File: src/rtl/rgb_palette_lut.sv
// Colour palette LUT: maps a pixel index to RGB through a writable palette,
// with per-index blink substitution, per-pixel dimming and blank-time palette writes.
module rgb_palette_lut #(
   parameter int IDX_W        = 4,
   parameter int COLOR_W      = 8,
   parameter int BLINK_FRAMES = 15,
   parameter int BLINK_IDX    = 2
) (
   input  logic                   i_clk,
   input  logic                   i_rst_n,
   input  logic [IDX_W-1:0]       i_data,
   input  logic                   i_valid,
   input  logic                   i_dim,
   input  logic                   i_frame_start,
   input  logic [2**IDX_W-1:0]    i_blink_mask,
   input  logic                   i_wr_en,
   input  logic [IDX_W-1:0]       i_wr_idx,
   input  logic [3*COLOR_W-1:0]   i_wr_rgb,
   output logic                   o_wr_busy,
   output logic [COLOR_W-1:0]     o_VGA_R,
   output logic [COLOR_W-1:0]     o_VGA_G,
   output logic [COLOR_W-1:0]     o_VGA_B,
   output logic                   o_valid
);

   localparam int DEPTH = 2**IDX_W;
   localparam int RGB_W = 3*COLOR_W;
   localparam int CNT_W = (BLINK_FRAMES > 1) ? $clog2(BLINK_FRAMES) : 1;
   localparam longint unsigned MAXL = (64'd1 << COLOR_W) - 64'd1;
   localparam logic [COLOR_W-1:0] CMAX  = COLOR_W'(MAXL);
   localparam logic [COLOR_W-1:0] CZERO = '0;
   localparam logic [COLOR_W-1:0] C80   = COLOR_W'((MAXL * 64'd4) / 64'd5);
   localparam logic [COLOR_W-1:0] C31   = COLOR_W'((MAXL * 64'd31) / 64'd100);

   typedef enum logic {WR_IDLE, WR_PEND} wrState_t;

   function automatic logic [RGB_W-1:0] defaultColour(input int k);
      case (k)
         0:       return {CZERO, CZERO, CZERO};
         1:       return {CZERO, CZERO, CMAX};
         2:       return {CMAX,  CMAX,  CMAX};
         3:       return {CMAX,  CMAX,  CZERO};
         4:       return {CMAX,  CZERO, CZERO};
         5:       return {CMAX,  C80,   CMAX};
         6:       return {C31,   CMAX,  CMAX};
         7:       return {CMAX,  C80,   CZERO};
         default: return {CMAX,  CMAX,  CMAX};
      endcase
   endfunction

   logic [RGB_W-1:0]   pal_q [DEPTH];
   wrState_t           wrState_q, wrState_d;
   logic               commit;
   logic [IDX_W-1:0]   wrIdx_q;
   logic [RGB_W-1:0]   wrRgb_q;
   logic [CNT_W-1:0]   frameCnt_q;
   logic               phase_q;

   logic               s1Valid_q, s1Dim_q, s1Blink_q;
   logic [RGB_W-1:0]   s1Col_q, s1Alt_q;
   logic [RGB_W-1:0]   s2Sel;
   logic [COLOR_W-1:0] rDim, gDim, bDim;
   logic [COLOR_W-1:0] r_q, g_q, b_q;
   logic               valid_q;

   // Write buffer holds one request and commits only on a non-active-video cycle.
   always_comb begin
      wrState_d = wrState_q;
      commit    = 1'b0;
      case (wrState_q)
         WR_IDLE: if (i_wr_en) wrState_d = WR_PEND;
         WR_PEND: if (!i_valid) begin
            commit    = 1'b1;
            wrState_d = WR_IDLE;
         end
         default: wrState_d = WR_IDLE;
      endcase
   end

   always_ff @(posedge i_clk or negedge i_rst_n) begin
      if (!i_rst_n) begin
         wrState_q <= WR_IDLE;
         wrIdx_q   <= '0;
         wrRgb_q   <= '0;
      end else begin
         wrState_q <= wrState_d;
         if (wrState_q == WR_IDLE && i_wr_en) begin
            wrIdx_q <= i_wr_idx;
            wrRgb_q <= i_wr_rgb;
         end
      end
   end

   always_ff @(posedge i_clk or negedge i_rst_n) begin
      if (!i_rst_n) begin
         for (int k = 0; k < DEPTH; k++) pal_q[k] <= defaultColour(k);
      end else if (commit) begin
         pal_q[wrIdx_q] <= wrRgb_q;
      end
   end

   // Blink phase toggles once every BLINK_FRAMES frame pulses.
   always_ff @(posedge i_clk or negedge i_rst_n) begin
      if (!i_rst_n) begin
         frameCnt_q <= '0;
         phase_q    <= 1'b0;
      end else if (i_frame_start) begin
         if (frameCnt_q == CNT_W'(BLINK_FRAMES - 1)) begin
            frameCnt_q <= '0;
            phase_q    <= ~phase_q;
         end else begin
            frameCnt_q <= frameCnt_q + 1'b1;
         end
      end
   end

   always_ff @(posedge i_clk or negedge i_rst_n) begin
      if (!i_rst_n) begin
         s1Valid_q <= 1'b0;
         s1Dim_q   <= 1'b0;
         s1Blink_q <= 1'b0;
         s1Col_q   <= '0;
         s1Alt_q   <= '0;
      end else begin
         s1Valid_q <= i_valid;
         s1Dim_q   <= i_dim;
         s1Blink_q <= i_blink_mask[i_data];
         s1Col_q   <= pal_q[i_data];
         s1Alt_q   <= pal_q[BLINK_IDX];
      end
   end

   always_comb begin
      s2Sel = (phase_q && s1Blink_q) ? s1Alt_q : s1Col_q;
      rDim  = s2Sel[RGB_W-1 -: COLOR_W];
      gDim  = s2Sel[2*COLOR_W-1 -: COLOR_W];
      bDim  = s2Sel[COLOR_W-1:0];
      if (s1Dim_q) begin
         rDim = rDim >> 1;
         gDim = gDim >> 1;
         bDim = bDim >> 1;
      end
   end

   always_ff @(posedge i_clk or negedge i_rst_n) begin
      if (!i_rst_n) begin
         r_q     <= '0;
         g_q     <= '0;
         b_q     <= '0;
         valid_q <= 1'b0;
      end else begin
         r_q     <= s1Valid_q ? rDim : '0;
         g_q     <= s1Valid_q ? gDim : '0;
         b_q     <= s1Valid_q ? bDim : '0;
         valid_q <= s1Valid_q;
      end
   end

   assign o_VGA_R   = r_q;
   assign o_VGA_G   = g_q;
   assign o_VGA_B   = b_q;
   assign o_valid   = valid_q;
   assign o_wr_busy = (wrState_q == WR_PEND);

endmodule

File: config.mk
export PLATFORM = sky130hd
export DESIGN_NAME = rgb_palette_lut
export DESIGN_NICKNAME = d
export VERILOG_FILES = /design/src/rtl/rgb_palette_lut.sv
export SDC_FILE = /design/constraint.sdc
export NUM_CORES = 1
export LEC_CHECK = 0
export BUFFER_PORTS_ARGS = -buffer_cell sky130_fd_sc_hd__buf_2
export CORE_MARGIN = 8
export CORE_UTILIZATION = 60
export DETAILED_ROUTE_END_ITERATION = 8
export PLACE_DENSITY = 0.81
export SYNTH_ARGS = -nofsm -noshare
export SYNTH_HDL_FRONTEND = slang
export SYNTH_SLANG_ARGS = --single-unit
File: constraint.sdc
create_clock -name i_clk -period 2.3 [get_ports i_clk]
set_input_delay 0.46 -clock i_clk [delete_from_list [all_inputs] [get_ports i_clk]]
set_output_delay 0.46 -clock i_clk [all_outputs]
set_load 0.1 [all_outputs]
# After elaboration in Yosys (flattened, before gate mapping)
# Cells that the tools add are included.
[totals]
regBits = 494
latch_bits = 0
ramBits = 0
rom_bits = 0
elab_cells = 65
memories = 0
[op_classes]
n_addsub = 1
multipliers = 0
n_div = 0
magnitude_cmp = 4
n_eq_ne = 1
n_shift = 0
muxes = 21
bitwise = 4
reduce_logical = 4
[op_table]
columns = ["op", "n"]
rows = [
  ["384-bit bitwise mux", 1],
  ["24-bit binary-select mux with 4-bit select", 1],
  ["24-bit demux with 4-bit select", 1],
  ["24-bit 2-to-1 mux", 4],
  ["8-bit 2-to-1 mux", 6],
  ["5-bit greater-or-equal comparator (second input constant)", 2],
  ["4-bit inverter with 5-bit output", 2],
  ["4-bit by 5-bit less-than comparator with 1-bit output (second input constant)", 1],
  ["5-bit by 1-bit less-than comparator with 1-bit output (second input constant)", 1],
  ["1-bit 2-to-1 mux", 5],
  ["4-bit by 1-bit adder with 4-bit output (second input constant)", 1],
  ["1-bit binary-select mux with 4-bit select", 1],
  ["4-bit equality test (second input constant)", 1],
  ["4-bit 2-to-1 mux", 1],
  ["1-bit logical AND", 3],
  ["1-bit inverter", 2],
  ["1-bit one-hot mux with 2 select lines", 1],
  ["2-bit AND reduction", 1],
]

# Logic depth before layout (Yosys ltp)
# Gate-level depths: netlist (run 1).
[logic_depth]
ltp_word = 6
mapped_depth = 6
mapped_depth_nobuf = 3

# Worst setup path after synthesis (run 1)
# Ideal clock, no wire load.
[synth_path]
path_kind = "reg2reg"
from = "register wrState_q (netlist: o_wr_busy)"
to = "register pal_q[291] (netlist name)"
setup_time_ns = 0.125
t_arrival_ns = 2.183
setup_slack_ns = -0.007
stages_incl_launch_ff = 6
period_less_slack_ns = 2.307
path_cell_list = "dfrtp_1 > nor4b_4 > and3_1 > buf_2 > buf_4 > mux2_2"
[synth_via]
elab_chain_len = 1
[synth_lines]
columns = ["element", "line_no", "source"]
rows = [
  ["from (decl)", "52", "wrState_t wrState_q, wrState_d;"],
  ["from (signal assigned)", "86", "wrState_q <= wrState_d;"],
  ["1-bit 2-to-1 mux", "70", "case (wrState_q)"],
  ["to (signal, indexed assignment)", "98", "pal_q[wrIdx_q] <= wrRgb_q;"],
  ["to (decl)", "51", "logic [RGB_W-1:0] pal_q [DEPTH];"],
]
# No other way between the ends.
# A chain may end at the register's enable or synchronous reset.

# Final worst setup path (run 1)
[layout_path]
from = "register wrState_q (netlist: o_wr_busy)"
to = "output o_wr_busy"
[layout_rtl]
columns = ["element", "line_no", "source"]
rows = [
  ["to (decl)", "19", "output logic o_wr_busy,"],
]
# No word-level cell between the ends.

==> results of run 1 <==
-- layer usage --
metal  track usage  vias to the layer above  part of all wire
met4       0.06895                        0             0.023
li1              -                     4945                 -
met3       0.04263                       91             0.053
met1        0.3284                     6395              0.43
met2        0.3867                      316              0.50
met5             0                        -                 0
-- path summary, 6_finish.rpt --
kind	startpoint	to	depth (start not counted)
worst max-delay path	o_wr_busy	o_wr_busy	1
worst min-delay path	i_valid	s1Valid_q	1
worst max register to register	wrIdx_q[3]	pal_q[201]	4
worst min register to register	pal_q[322]	s1Alt_q[10]	0
max in group asynchronous	i_rst_n	pal_q[297]	4
min in group asynchronous	i_rst_n	frameCnt_q[1]	2
-- where the power goes --
group	internal, mW	switching, mW	total [mW]	leakage (nW)
Combinational	4.46	3.02	7.48	4.04
Sequential	14.0	2.47	16.5	5.60
Clock	5.01	3.36	8.36	0.862
-- kinds of logic after synthesis --
| group | after synthesis | share of synthesized area |
|---|---|---|
| mux | 537 | 0.3456 |
| flops | 494 | 0.5885 |
| xor+xnor | 1 | 0.0004047 |
| simple gates | 89 | 0.02266 |
| compound gates | 57 | 0.01919 |
| buf+inv | 107 | 0.02364 |
-- cells in the mapped netlist, drive strengths merged --
cell type / count
mux2: 412
dfstp: 301
dfrtp: 193
mux4: 121
buf: 55
clkbuf: 51
a22oi: 50
nand2: 39
and2: 23
nor2b: 7
nor2: 6
mux2i: 4
o21ai: 4
nand3: 3
and4bb: 2
nand2b: 2
nor3b: 2
a21o: 1
a21oi: 1
and3: 1
inv: 1
nand4b: 1
nor3: 1
nor4b: 1
o211ai: 1
or3: 1
xor2: 1
-- registers in the layout, summed over array words and instances, names as in the netlist --
register,cells
s1Dim_q,1
s1Col_q,24
pal_q,384
phase_q,1
o_VGA_G,8
o_wr_busy,1
s1Alt_q,24
o_valid,1
wrIdx_q,4
wrRgb_q,24
s1Valid_q,1
frameCnt_q,4
o_VGA_B,8
s1Blink_q,1
o_VGA_R,8
-- what timing repair did --
action,in CTS,in global routing
hold buffers,2,0
gates resized for setup,0,0
buffers inserted,0,0
hold endpoints to repair,16,0
-- stage by stage --
step | setup slack [ns] | util
after CTS | 0.3199 | 0.6927
final | 0.3505 | 0.6927
after floorplan | 0.3190 | -
after global routing | 0.3059 | 0.6927
after detailed placement | 0.3031 | 0.6437
after global placement | 0.3373 | 0.6437
-- final cells by class --
cell class	instances	area (um^2)
Clock inverter	21	211.5
Multi-Input combinational cell	684	8432
Fill cell	2299	10930
Clock buffer	73	1511
Sequential cell	494	12740
Tap cell	461	576.8
Timing Repair Buffer	138	1162
Inverter	1	3.754
==> flow_summary.ini, run 1 <==
[sta]
tightest_slew_ns = 0.6174
fmax_ghz = 0.5129
setup_tns_ns = 0
fin_hold_ws_ns = 0.09998
max_slew_margin = 0.5884
finalCritPeriodShare = 0.8476
setup_violations = 0
rsz0062_at_grt = no
finalClockSkew_ns = 0.01134
fin_crit_ns = 1.950
drv_slew = 0
hold_violations = 0

[yosys]
ys_warn_count = 0
ys_ff_latch = 494
postSynthAreaPerCell_um2 = 16.84
synth_top_area_frac = 0.3654
synth_area_leader_cell = dfstp_2
syn_nets = 1339
seq_area_frac_synth = 0.5885
synth_cells = 1285
syn_area_um2 = 21640
yosys-top-cells-area = dfstp_2 37%, dfrtp_1 22%, mux2_2 20%
netlist-cell-type-count = 32

[power]
vdd_ir_drop_max_mv = 1.008
total_power_mw = 32.35
powerDensity_nw_per_um2 = 1313
p_leak_nw = 10.50

[finish]
final_area_um2 = 24640
final_cell_mix = 391 x mux2_2, 301 x dfstp_2, 192 x dfrtp_1
layout_commonest_cell = mux2_2
nets = 1423
syn_to_final_growth_pct = 13.83
drive_above_1_share = 0.7569
fin_cells = 1872
insertedDiodeCount = 0

[global_route]
antenna_found_initial = 0
grt.total_usage = 0.2380
grt_max_degree = 84
grt.overflow.total = 0
grt_pass1_wl_um = 77160
grt_pass1_vias = 12940

[setup_path]
crit_buf_inv = 1
path_max_fanout = 7
slowest_delay_ns = 0.46
slowest_stage = dfrtp_2
crit_type = reg2out
arrival_ns = 1.49
r2r_slack_ns = 0.44
start_kind = register
critPathTopFamily = flip-flops
worst_setup_path_end_kind = output pin
path_cells = buf_2
cp.required_ns = 1.84

[detailed_routing]
remaining_drc_errors = 0
postRouteAntennaNets = 0
wire_per_inst_um = 25.89
dr.first_iter.drc_count = 768
first_pass_iters = 5
vias_per_cell = 6.275
vias = 11750
wl_um = 48480

[floorplanning]
io_pins = 80
die_h_um = 205.9
core_um2 = 35570
design.die.area_um2 = 42410
placementRows = 69
initial_utilization = 0.6085
die_w_um = 205.9

[cts]
cts_max_path_buffers = 3
insertion_delay_ns = 0.58
cts_tree = yes
clock_sinks = 494
cts-buffers-inserted = 50
cts_root_buf = clkbuf_16
htreeDepth = 2
clk_pin_slew_worst_paths_ns = 0.06

[hold_path]
hold_path.class = in2reg

[place]
postPlaceCellArea_um2 = 22890
io_buffers = 79
hpwl_um = 29530
gp_congestion = 0.7514
dp_cells = 1776

[outcome]
status = finished, final reports clean

[job]
drv_cap = 0
No activity file was read; power rests on OpenSTA's default activity.
==> run 2, diff against run 1 <==
Settings changed: ABC_AREA set to 1, CORE_UTILIZATION 60 to 56, PLACE_DENSITY 0.81 to 0.79.
Clock period 2.3 ns to 1.7 ns, I/O delays scaled along.
==> flow_summary.ini, run 2 <==
[cts]
clock_sinks = 494
postCtsSetupBuffers = 0
clk_pin_slew_worst_paths_ns = 0.06
cts-buffers-inserted = 50
cts_max_path_buffers = 3
cts_root_buf = clkbuf_16
cts_tree = yes
htreeDepth = 2
insertion_delay_ns = 0.59

[finish]
nets = 2921
largest_reg_flops = 384
insertedDiodeCount = 0
final_cell_mix = 956 x nand2_1, 358 x inv_1, 306 x o21ai_0
top_register = pal_q
syn_to_final_growth_pct = 15.20
fin_util = 0.6549
layout_commonest_cell = nand2_1
drive_above_1_share = 0.1971
fin_cells = 3432
final_area_um2 = 26020

[place]
dp_cells = 3325
gp_congestion = 0.8555
io_buffers = 79
pre_cts_ws_ns = -0.02013
postPlaceCellArea_um2 = 24030
hpwl_um = 37060

[detailed_routing]
wl_met1_um = 24910
dr.first_iter.drc_count = 2160
top_layer = met4
remaining_drc_errors = 0
wire_per_inst_um = 17.86
vias = 19160
vias_per_cell = 5.583
postRouteAntennaNets = 0
first_pass_iters = 6
wl_met3_um = 5843
wl_met2_um = 28240
wl_um = 61300

[outcome]
status = finished, final reports clean

[setup_path]
r2r_slack_ns = 0.11
start_kind = register
critPathTopFamily = flip-flops
cp.required_ns = 1.36
path_max_fanout = 1
crit_type = reg2out
crit_buf_inv = 1
worst_setup_path_end_kind = output pin
path_cells = buf_4
reg2reg_to = o_VGA_G[4]
slowest_delay_ns = 0.44
reg2reg_from = phase_q
rr_worst_depth = 4
slowest_stage = dfrtp_1
arrival_ns = 1.35

[floorplanning]
io_pins = 80
core_um2 = 39730
placementRows = 73
die_h_um = 216.8
design.die.area_um2 = 47010
die_w_um = 216.8
initial_utilization = 0.5684

[global_route]
grt.total_usage = 0.2620
grt.overflow.total = 0
antenna_found_initial = 0
grt_max_degree = 64
grt_pass1_vias = 18950
grt_pass1_wl_um = 99980

[hold_path]
hp-start = i_wr_rgb[12]
hold_path.class = in2reg
min_to = wrRgb_q[12]
hold-path-cell-count = 3

[power]
p_leak_nw = 12.50
powerDensity_nw_per_um2 = 1709
vdd_ir_drop_max_mv = 0.8947

[sta]
setup_violations = 0
finalCritPeriodShare = 0.9950
max_slew_margin = 0.5609
fin_hold_ws_ns = 0.02021
rsz0062_at_grt = no
tightest_slew_ns = 0.6518
fin_crit_ns = 1.691
worst_slack_ns = 0.008541
fmax_ghz = 0.5912
drv_slew = 0
hold_violations = 0
finalClockSkew_ns = 0.01990

[yosys]
synth_cells = 2824
synth_top_cells_by_count = 960 x nand2_1, 360 x inv_1, 313 x o21ai_0
synth-edff-count = 0
synth_ff_type = dfstp_2
syn_area_um2 = 22590
netlist-cell-type-count = 20
ys_ff_latch = 494
synth.most_common_cell = nand2_1
ys_async_sr_fraction = 1.000
ys_warn_count = 0
postSynthAreaPerCell_um2 = 7.998
seq_area_frac_synth = 0.5640
synth_area_leader_cell = dfstp_2
syn_nets = 2878
yosys-top-cells-area = dfstp_2 35%, dfrtp_1 21%, nand2_1 16%
synth_top_area_frac = 0.3502

[job]
drv_cap = 0
==> run 2: what timing repair did <==
item | CTS | global route
gates resized for setup | 9 | 25
hold buffers | 15 | 0
endpoints found under the hold margin | 41 | 0
setup endpoints to repair | 9 | 162
pin swaps | 0 | 1
==> run 2: cell families after synthesis <==
logic type,Yosys count,synth area share
compound gates,462,0.1037
xor+xnor,1,0.0003879
buf+inv,564,0.09734
flops,494,0.5640
simple gates,1303,0.2346
==> run 2: final cells by class <==
class / count / area [um^2]
clock inverters: 22 / 336.6
inverters: 364 / 1373
clock buffers: 70 / 1416
flip-flops and latches: 494 / 12740
fillers: 3124 / 13710
repair buffers: 191 / 1805
multi-input cells: 1766 / 7689
well taps: 525 / 656.9
==> run 2: where the power goes <==
part,leakage [nW],internal [mW],switching [mW],total (mW)
sequential,5.59,18.9,2.58,21.5
combinational,6.06,4.08,7.24,11.3
clock,0.854,7.04,4.65,11.7
total,12.5,30.0,14.5,44.5
==> run 2: worst max path at each step <==
stage	from	end	slack, ns	cells after the start
final	o_VGA_R[0]	o_VGA_R[0]	0.009	1
after detailed placement	i_valid	pal_q[160]	-0.02	7
after floorplan	o_wr_busy	pal_q[200]	0.02	7
after global routing	o_VGA_R[5]	o_VGA_R[5]	0.002	1
after CTS	o_VGA_B[6]	o_VGA_B[6]	0.0006	1
after global placement	i_data[0]	s1Col_q[12]	0.1	8
==> run 2: metrics by stage <==
stage / power (mW) / TNS [ns]
global placement: 31.73 / 0
detailed placement: 32.53 / -0.02013
CTS: 44.48 / 0
floorplan: 29.03 / 0
global route: 47.28 / 0
finish: 44.47 / 0
==> run 2: metal layers <==
| metal | global-route usage | vias up |
|---|---|---|
| li1 | - | 8909 |
| met4 | 0.1125 | 0 |
| met1 | 0.3485 | 9110 |
| met2 | 0.4170 | 986 |
| met3 | 0.05187 | 157 |
| met5 | 0 | - |
